### src/rtl/pipe_stall_ctrl.sv
// Stall/flush controller for the F-D-E-M1-M2-W pipeline, with load-use hold stretching and a stall-cycle counter.
// Enables and flushes are combinational in the same cycle; state, hold counter and stall counter are registered.
module pipe_stall_ctrl #(
    parameter int LOAD_STALL_CYCLES = 2,
    parameter int CNT_W             = 16
) (
    input  logic             clk_i,
    input  logic             reset_i,
    input  logic             lw_stall_i,
    input  logic             branch_taken_d_i,
    input  logic             imem_wait_i,
    input  logic             dmem_wait_i,
    input  logic             mdu_busy_i,
    input  logic             cnt_clr_i,
    output logic             en_f_o,
    output logic             en_d_o,
    output logic             en_e_o,
    output logic             en_m1_o,
    output logic             en_m2_o,
    output logic             flush_d_o,
    output logic             flush_e_o,
    output logic             flush_m1_o,
    output logic             flush_w_o,
    output logic             ldhold_o,
    output logic [CNT_W-1:0] stall_cnt_o
);

    typedef enum logic {
        RUN    = 1'b0,
        LDHOLD = 1'b1
    } state_t;

    localparam logic [2:0] HOLD_INIT = 3'(LOAD_STALL_CYCLES - 1);

    state_t           state_q, state_d;
    logic [2:0]       hcnt_q, hcnt_d;
    logic [2:0]       hcnt_dec;
    logic [CNT_W-1:0] cnt_q, cnt_d;
    logic             load_hold;

    always_ff @(posedge clk_i) begin
        if (reset_i) begin
            state_q <= RUN;
            hcnt_q  <= 3'd0;
            cnt_q   <= '0;
        end else begin
            state_q <= state_d;
            hcnt_q  <= hcnt_d;
            cnt_q   <= cnt_d;
        end
    end

    // The RUN cycle that sees LW_STALL is itself the first hold cycle, so
    // LDHOLD covers the remaining LOAD_STALL_CYCLES-1 cycles.
    always_comb begin
        state_d  = state_q;
        hcnt_d   = hcnt_q;
        hcnt_dec = hcnt_q - 3'd1;
        if (!dmem_wait_i) begin
            case (state_q)
                RUN: begin
                    if (lw_stall_i && !mdu_busy_i && (HOLD_INIT != 3'd0)) begin
                        state_d = LDHOLD;
                        hcnt_d  = HOLD_INIT;
                    end
                end
                LDHOLD: begin
                    hcnt_d = hcnt_dec;
                    if (hcnt_dec == 3'd0) begin
                        state_d = RUN;
                    end
                end
                default: state_d = RUN;
            endcase
        end
    end

    assign load_hold = (state_q == LDHOLD) || lw_stall_i;

    always_comb begin
        en_f_o     = 1'b1;
        en_d_o     = 1'b1;
        en_e_o     = 1'b1;
        en_m1_o    = 1'b1;
        en_m2_o    = 1'b1;
        flush_d_o  = 1'b0;
        flush_e_o  = 1'b0;
        flush_m1_o = 1'b0;
        flush_w_o  = 1'b0;
        if (reset_i) begin
            flush_d_o  = 1'b1;
            flush_e_o  = 1'b1;
            flush_m1_o = 1'b1;
            flush_w_o  = 1'b1;
        end else if (dmem_wait_i) begin
            en_f_o    = 1'b0;
            en_d_o    = 1'b0;
            en_e_o    = 1'b0;
            en_m1_o   = 1'b0;
            en_m2_o   = 1'b0;
            flush_w_o = 1'b1;
        end else if (mdu_busy_i) begin
            en_f_o     = 1'b0;
            en_d_o     = 1'b0;
            en_e_o     = 1'b0;
            flush_m1_o = 1'b1;
        end else if (load_hold) begin
            // A taken branch in D is ignored; it re-resolves once the hold ends.
            en_f_o    = 1'b0;
            en_d_o    = 1'b0;
            flush_e_o = 1'b1;
        end else if (imem_wait_i) begin
            en_f_o    = 1'b0;
            flush_d_o = 1'b1;
        end else if (branch_taken_d_i) begin
            flush_d_o = 1'b1;
        end
    end

    always_comb begin
        cnt_d = cnt_q;
        if (cnt_clr_i) begin
            cnt_d = '0;
        end else if (!en_d_o && (cnt_q != '1)) begin
            cnt_d = cnt_q + CNT_W'(1);
        end
    end

    assign ldhold_o    = (state_q == LDHOLD);
    assign stall_cnt_o = cnt_q;

endmodule

### config.mk
export PLATFORM = sky130hd
export DESIGN_NAME = pipe_stall_ctrl
export DESIGN_NICKNAME = d
export VERILOG_FILES = /design/src/rtl/pipe_stall_ctrl.sv
export SDC_FILE = /design/constraint.sdc
export NUM_CORES = 1
export LEC_CHECK = 0
export ABC_CLOCK_PERIOD_IN_PS = 1800
export BUFFER_PORTS_ARGS = -buffer_cell sky130_fd_sc_hd__clkbuf_2
export CORE_MARGIN = 2
export CORE_UTILIZATION = 41
export DETAILED_ROUTE_END_ITERATION = 10
export PLACE_DENSITY_LB_ADDON = 0.2
export SYNTH_ARGS = -nofsm -noshare
export SYNTH_HDL_FRONTEND = slang
export SYNTH_SLANG_ARGS = --single-unit
### constraint.sdc
create_clock -name clk_i -period 1.8 [get_ports clk_i]
set_input_delay 0.36 -clock clk_i [delete_from_list [all_inputs] [get_ports clk_i]]
set_output_delay 0.36 -clock clk_i [all_outputs]
set_load 0.005 [all_outputs]
==> out/summary.txt, run 1 <==
number of diodes: 0
Mapped Area: 0.001200 mm2
FILL cells: 264
CTS Buffer Depth: 2
Crit. Startpoint: ldhold_o
Final Skew: 0.003267 ns
Seq/Total Area, Yosys: 0.3337
die area: 0.003375 mm2
filler-free cell count of the finished design: 211
hpwl dp: 2.209 mm
Post-synth top flop: dfxtp_1
Max-cap violations: 0
Mean Syn Cell Area: 8.333 um2
# setup viols final: 0
DRC: 0
Min-Delay Path Depth: 3
initial antenna violation count: 0
Initial Util: 0.4351
final hold vios: 0
H-tree depth: 1
met3 usage: 0.04464
hold wc startpoint: lw_stall_i
GR peak layer: met2
most frequent cells in the layout: clkbuf_2 (33), dfxtp_1 (19), nand2_1 (14)
die height: 58.10 um
first-pass GRT wire length: 4.698 mm
CP required: 1.44 ns
met1 Use GR: 0.2104
Pwr Total: 0.7665 mW
Peak VDD IR: 0.5215 mV
post-route ant nets: 0
DP Cell Count: 208
Starting DRT DRC Count: 44
leading cell type in the layout, fill and taps excluded: clkbuf_2
Final Util: 0.5240
vias in the first global route: 1129
r2r worst-path depth: 5
synthesis-to-finish area growth: 20.44%
pwr dens: 530.4 mW/mm2
GR Util met2: 0.3166
Die X: 58.10 um
asr flop ratio synth: 0
synth unique cells: 46
clock-pin slew on the worst setup and hold paths: 0.11 ns
global placement routability congestion: 0.8502
Vias: 1196
CP Launch Type: register
Crit Path Category: register to output port
Wirelength per Cell: 13.59 um
Worst Tran Pin Value: 0.4206 ns
setup bufs post-CTS: 0
pin count of the biggest net entering global routing: 14
Post-DP Area: 0.001415 mm2
reg2reg start: stall_cnt_o[0]
leakage power: 0.5592 nW
TritonCTS buffer count: 3
Final #Nets: 193
Period minus WS final: 1.798 ns
drt via density: 5.668
outcome: finished clean
Post-synth EDFFs: 0
Rel. slew slack: 0.7173
Worst Setup End Kind: output port
first-pass detailed-route iteration total: 4
GR Overflow Total: 0
warning count from the yosys run: 0
RSZ-0062 raised after global routing: true
Yosys reg bits: 20
worst-path maximum fanout: 8
Cells after Synth: 144
# port buffers: 33
Post-Route WL: 2.867 mm
IO Pins: 34
Core ar.: 0.002758 mm2
cts hold-fix bufs: 0
layout cell share with drive strength beyond 1: 0.3000
Clk Latency, worst-skew pair: 0.30 ns
Placement Rows: 19
final worst path period share: 0.9988
fin area: 0.001445 mm2
Max Slew Vio Count: 0
Worst Hold Class: input port to register
Mapped Nets: 155
clk root buf: clkbuf_4
CTS tree: done
Total Routing Usage GR: 0.1759
WP data arrival: 1.44 ns
Fmax: 556.2 MHz
clk sinks: 20
worst paths after layout:
path | end | slack [ns]
setup reg to reg | stall_cnt_o[4] | 0.15
hold reg to reg | stall_cnt_o[1] | 0.50
setup / recovery | en_f_o | 0.002
hold / removal | ldhold_o | 0.40
critical path, cell delays in order (launching register included):
cell and delay, ns:
dfxtp_2 0.37, or4_4 0.47, o21bai_1 0.16, clkbuf_2 0.13
layer usage:
metal,wire length (um),up-vias
li1,-,613
met1,1319,563
met2,1430,18
met3,102,2
met4,16,0
met5,0,-
logic make-up after synthesis:
group | count (synthesis) | synth area share
AND/OR/NAND/NOR | 75 | 0.3868
AO/OA/AOI/OAI | 29 | 0.1512
flip-flops | 20 | 0.3337
buffers and inverters | 9 | 0.03129
multiplexers | 7 | 0.05840
adder cells (fa/ha/maj) | 3 | 0.03129
XOR/XNOR | 1 | 0.007301
report_power, final:
part | internal (mW) | switching, mW | leakage (nW)
combinational | 0.0436 | 0.0527 | 0.383
clock | 0.0781 | 0.137 | 0.0138
sequential | 0.449 | 0.00606 | 0.162
total | 0.570 | 0.196 | 0.559
registers in the layout, summed over array words and instances, names as in the netlist:
name         flops
hcnt_q           3
ldhold_o         1
stall_cnt_o     16
area by class of cell:
type / instances / area, um2 / share of cell area
clock buffer: 3 / 22.52 / 0.01558
inverter: 5 / 18.77 / 0.01299
multi-input combinational: 115 / 768.2 / 0.5316
sequential: 20 / 401.6 / 0.2779
tap: 31 / 38.79 / 0.02684
timing repair buffer: 37 / 195.2 / 0.1351
metrics by stage:
stage	hold slack [ns]	setup slack [ns]	setup TNS [ns]
2_1_floorplan	0.4544	0.2694	0
3_3_place_gp	0.4772	0.1028	0
3_5_place_dp	0.4883	0.07296	0
4_1_cts	0.3881	0.001664	0
5_1_grt	0.4079	-0.07849	-0.07849
6_report	0.4035	0.002153	0
synthesized netlist by cell type (2+ instances only):
cell       n  area (um2)
a21oi_1    9       45.04
a31oi_1    2       12.51
and3_1     2       12.51
clkbuf_1   2       7.510
dfxtp_1   20       400.4
ha_1       3       37.54
inv_1      5       18.77
mux2i_1    7       70.07
nand2_1   14       52.55
nand2_2    2       12.51
nand2b_1   3       18.77
nand3_1    5       25.02
nand4_1    4       25.02
nor2_1     8       30.03
nor2b_1    3       18.77
nor3b_1    2       15.01
nor4_1     5       31.28
o21ai_0    4       20.02
o21ai_1    3       15.01
o31ai_1    4       30.03
or2_1      2       12.51
or3_1     10       62.56
or4_1      2       15.01
what timing repair did:
item                       in CTS  in global routing
gates cloned                    0                  0
gates resized for setup         1                  1
pin swaps                       1                  0
setup endpoints to repair       2                  3
(Power assumes the default switching activity.)
==> run 2: changes to the inputs <==
BUFFER_PORTS_ARGS = -buffer_cell sky130_fd_sc_hd__buf_4   (was -buffer_cell sky130_fd_sc_hd__clkbuf_2)
CORE_ASPECT_RATIO = 1.4   (was unset)
REMOVE_ABC_BUFFERS = 1   (was unset)
==> run 2 against run 1 <==
  * Combinational power is 13% higher
  * Hold slack better by 0.029 ns
  * Setup slack better by 0.056 ns
  * Design area is 8.7% higher
  * Critical path depth stayed put
  * Die area is 0.19% higher
  * Fmax is 3.2% higher
  * Sequential cell count stayed put
  * Routed wire length is 8.4% higher
  * Core utilization is 3.3 points higher
  * Critical path type unchanged
  * Largest power group unchanged
==> out/summary.txt, run 2 (synthesis gave the netlist of run 1 again) <==
H-tree depth: 1
Wirelength per Cell: 14.25 um
RSZ-0062 raised after global routing: true
Period minus WS final: 1.741 ns
DP Cell Count: 214
clk root buf: clkbuf_8
CTS tree: done
Placement Rows: 23
drt via density: 5.615
post-route ant nets: 0
Peak VDD IR: 0.3349 mV
Worst Hold Class: input port to register
synthesis-to-finish area growth: 30.87%
most frequent cells in the layout: buf_4 (37), dfxtp_1 (19), nand2_1 (14)
TritonCTS buffer count: 3
vias in the first global route: 1185
WP data arrival: 1.38 ns
outcome: finished clean
final worst path period share: 0.9674
cts hold-fix bufs: 0
Max Slew Vio Count: 0
Min-Delay Path Depth: 3
first-pass GRT wire length: 5.237 mm
CP Launch Type: register
Starting DRT DRC Count: 27
NetSw: 0.2180 mW
Clk Latency, worst-skew pair: 0.26 ns
Vias: 1224
worst-path maximum fanout: 8
number of diodes: 0
leading cell type in the layout, fill and taps excluded: buf_4
layout cell share with drive strength beyond 1: 0.3094
DRC: 0
setup bufs post-CTS: 0
global placement routability congestion: 0.8060
hpwl dp: 2.390 mm
register share of total power: 0.495
r2r worst-path depth: 5
pin count of the biggest net entering global routing: 19
Max-cap violations: 0
CTS Buffer Depth: 2
P_int: 0.6994 mW
initial antenna violation count: 0
clk sinks: 20
max reg flops: 16
GR Overflow Total: 0
pwr dens: 584.2 mW/mm2
final hold vios: 0
die height: 68.01 um
combinational share of power: 0.119
# setup viols final: 0
Post-Route WL: 3.107 mm
Final #Nets: 193
Total Routing Usage GR: 0.1968
filler-free cell count of the finished design: 218
# port buffers: 33
Final Skew: 0.003311 ns
first-pass detailed-route iteration total: 4
Die X: 49.72 um
Clk pwr share: 0.386
Sw Ratio: 0.2376
IO Pins: 34
R2R setup slack: 0.15 ns
Final Util: 0.5568
leakage power: 0.5978 nW
Crit Path Category: register to output port
Worst Tran Pin Value: 0.3942 ns
Fmax: 574.3 MHz
Core ar.: 0.002820 mm2
Worst Setup End Kind: output port
clock-pin slew on the worst setup and hold paths: 0.08 ns
Initial Util: 0.4255
CP required: 1.44 ns
Pwr Total: 0.9173 mW
die area: 0.003381 mm2
Rel. slew slack: 0.7350
==> run 2: worst paths after layout <==
check	start	to
setup / recovery	ldhold_o	en_f_o
hold / removal	cnt_clr_i	stall_cnt_o[11]
setup reg to reg	stall_cnt_o[0]	stall_cnt_o[4]
hold reg to reg	hcnt_q[1]	hcnt_q[1]
==> run 2: metrics by stage <==
step / worst slack [ns] / setup TNS (ns) / cell area (um2) / hold WS [ns]
final: 0.05861 / 0 / 1570 / 0.4325
after global routing: -0.02148 / -0.02148 / 1570 / 0.4337
after CTS: 0.01790 / 0 / 1560 / 0.4303
after detailed placement: 0.09068 / 0 / 1505 / 0.4775
after global placement: 0.1133 / 0 / 1505 / 0.4708
after floorplan: 0.2695 / 0 / 1181 / 0.4291
==> run 2: per-layer routing <==
layer	routed length (um)	part of all wire	GRT usage
met4	42	0.014	0.07986
met2	1657	0.53	0.3867
met1	1271	0.41	0.2112
met5	0	0	0
met3	136	0.044	0.02402
==> run 2: timing repair <==
| item | CTS | global route |
|---|---|---|
| setup endpoints to repair | 1 | 5 |
| hold endpoints to repair | 0 | 0 |
| gates resized for setup | 0 | 3 |
| gates cloned | 0 | 0 |
| pin swaps | 1 | 0 |
==> run 2: critical path, stage by stage (launching register included) <==
cell,delay (ns)
dfxtp_2,0.36
or4_4,0.47
o21bai_1,0.15
buf_4,0.13
==> run 2: power groups by stage <==
stage | Combinational [mW] | Clock (mW) | Sequential [mW]
floorplan | 0.0488 | 0 | 0.463
global placement | 0.105 | 0 | 0.464
detailed placement | 0.108 | 0 | 0.464
CTS | 0.109 | 0.361 | 0.454
global route | 0.120 | 0.381 | 0.455
finish | 0.109 | 0.354 | 0.454
==> run 2: area by class of cell <==
| cell class | count | area, um2 |
|---|---|---|
| fill | 298 | 1250 |
| timing repair buffer | 37 | 277.8 |
| clock buffer | 4 | 55.05 |
| inverter | 5 | 18.77 |
| multi-input combinational | 115 | 770.7 |
| sequential | 20 | 401.6 |
| tap | 37 | 46.29 |
==> run 3: changes to the inputs <==
ABC_AREA = 1   (was unset)
CORE_MARGIN = 4   (was 2)
==> run 3 against run 2 <==
  * Cell count increased by 20%
  * Clock skew up 0.00051 ns
  * Hold slack got worse by 0.10 ns
  * Sequential share of layout area hardly changed
  * Highest routed layer unchanged
==> out/summary.txt, run 3 <==
CTS Buffer Depth: 2
Fmax: 635.3 MHz
setup bufs post-CTS: 0
Placement Rows: 23
area occupied by registers: 400.4 um2
asr flop ratio synth: 0
warning count from the yosys run: 0
IO Pins: 34
clk root buf: clkbuf_8
Cells after Synth: 190
Worst path most repeated cell: nand2_1
pin count of the biggest net entering global routing: 13
hpwl dp: 2.290 mm
Seq/Total Area, Yosys: 0.3242
RSZ-0062 raised after global routing: false
Core ar.: 0.002878 mm2
Mean Syn Cell Area: 6.500 um2
Synth area leader: dfxtp_1
synth unique cells: 25
Crit. path cell count: 6
Crit. Startpoint: ldhold_o
Die X: 54.39 um
CTS tree: done
hold wc startpoint: reset_i
crit-path max cell delay: 0.33 ns
FILL cells: 332
Pwr Total: 0.8700 mW
most frequent cells in the layout: nand2_1 (56), nor2_1 (36), buf_4 (34)
Total Routing Usage GR: 0.1600
synthesis-to-finish area growth: 26.75%
count leader, synth: nand2_1
top cells by area, synth: dfxtp_1 (32%), nand2_1 (17%), nor2_1 (11%)
Final #Nets: 238
Final Skew: 0.003820 ns
clock-pin slew on the worst setup and hold paths: 0.07 ns
Post-DP Area: 0.001524 mm2
Rel. slew slack: 0.8252
Post-Route WL: 2.891 mm
DRC: 0
Worst Tran Pin Value: 0.2618 ns
R2R setup slack: 0.26 ns
H-tree depth: 1
post-route ant nets: 0
Vias: 1285
Initial Util: 0.4291
clk sinks: 20
global placement routability congestion: 0.8169
layout cell share with drive strength beyond 1: 0.2444
vias in the first global route: 1165
CP required: 1.44 ns
GR Overflow Total: 0
Min-Delay Path Depth: 2
CP Launch Type: register
Mapped Area: 0.001235 mm2
Wirelength per Cell: 11.03 um
worst-path maximum fanout: 8
first-pass detailed-route iteration total: 4
final worst path period share: 0.8744
Worst Hold Class: input port to register
area occupied by multi-input gates: 763.2 um2
CP Cell Sequence: inv_1, nand2_1, nand2_1, nand2_2, nor2_1, buf_4
leading cell type in the layout, fill and taps excluded: nand2_1
Max-cap violations: 0
Post-synth top flop: dfxtp_1
cts hold-fix bufs: 0
Yosys reg bits: 20
Post-synth EDFFs: 0
max reg flops: 16
final hold vios: 0
Commonest cells post-synth: nand2_1 (56), nor2_1 (36), dfxtp_1 (20)
initial antenna violation count: 0
TritonCTS buffer count: 3
Max Slew Vio Count: 0
Starting DRT DRC Count: 37
fin area: 0.001565 mm2
drt via density: 4.905
first-pass GRT wire length: 4.733 mm
die height: 72.94 um
WP data arrival: 1.21 ns
number of diodes: 0
area share of the largest cell type after synthesis: 0.3242
# setup viols final: 0
Clk Latency, worst-skew pair: 0.26 ns
# port buffers: 33
die area: 0.003967 mm2
reg2reg start: stall_cnt_o[0]
post-CTS sizing: 0
leakage power: 0.6638 nW
Crit-path slowest cell: dfxtp_1
pwr dens: 555.8 mW/mm2
Setup TNS Final: 0 ns
Peak VDD IR: 0.3654 mV
cell family with most CP delay: simple AND/OR/NAND/NOR gates
Crit Path Category: register to output port
Worst Setup End Kind: output port
r2r worst-path depth: 8
Period minus WS final: 1.574 ns
Bufs and invs on worst path: 2
outcome: finished clean
## run 3: cell type report
type / instances / area share
clock buffers: 3 / 0.02638
inverters: 15 / 0.03757
multi-input cells: 153 / 0.4876
flip-flops and latches: 20 / 0.2558
well taps: 37 / 0.02958
repair buffers: 34 / 0.1631
## run 3: per-layer routing
metal / routed length (um) / vias up / global-route usage
met4: 48 / 0 / 0.06648
li1: - / 676 / -
met1: 1259 / 571 / 0.1863
met5: 0 / - / 0
met3: 181 / 5 / 0.02454
met2: 1402 / 33 / 0.2796
## run 3: path summary, 6_finish.rpt
kind / end
worst min register to register: hcnt_q[1]
worst max register to register: stall_cnt_o[14]
worst max-delay path: flush_d_o
worst min-delay path: hcnt_q[1]
## run 3: where the power goes
group | leakage [nW] | total (mW) | switching, mW | internal, mW
Sequential | 0.162 | 0.457 | 0.00689 | 0.450
Clock | 0.0216 | 0.289 | 0.140 | 0.149
Combinational | 0.480 | 0.124 | 0.0665 | 0.0574
Total | 0.664 | 0.870 | 0.213 | 0.657
## run 3: worst register-to-register path, cell delays in order (launching register included)
cell     delay [ns]
dfxtp_1        0.43
ha_1           0.24
nand3_1        0.17
nor2_2         0.19
nand2_1        0.07
nor2_1         0.17
nand3_1        0.09
nand2_1        0.06
nor2_1         0.03
## run 3: logic make-up after synthesis
logic type               share of synthesized area
XOR/XNOR                                   0.03547
AND/OR/NAND/NOR                             0.4529
adder cells (fa/ha/maj)                    0.03040
flip-flops                                  0.3242
buffers and inverters                      0.05775
AO/OA/AOI/OAI                              0.09930
## run 3: metrics by stage
stage / worst slack, ns / utilization / cells / hold WS (ns)
final: 0.2261 / 0.5439 / 262 / 0.3328
after global routing: 0.06032 / 0.5439 / 262 / 0.3320
after CTS: 0.2110 / 0.5439 / 262 / 0.3224
after detailed placement: 0.2821 / 0.5296 / 259 / 0.4526
after global placement: 0.3106 / 0.5296 / 259 / 0.4495
after floorplan: 0.3721 / - / 188 / 0.4291
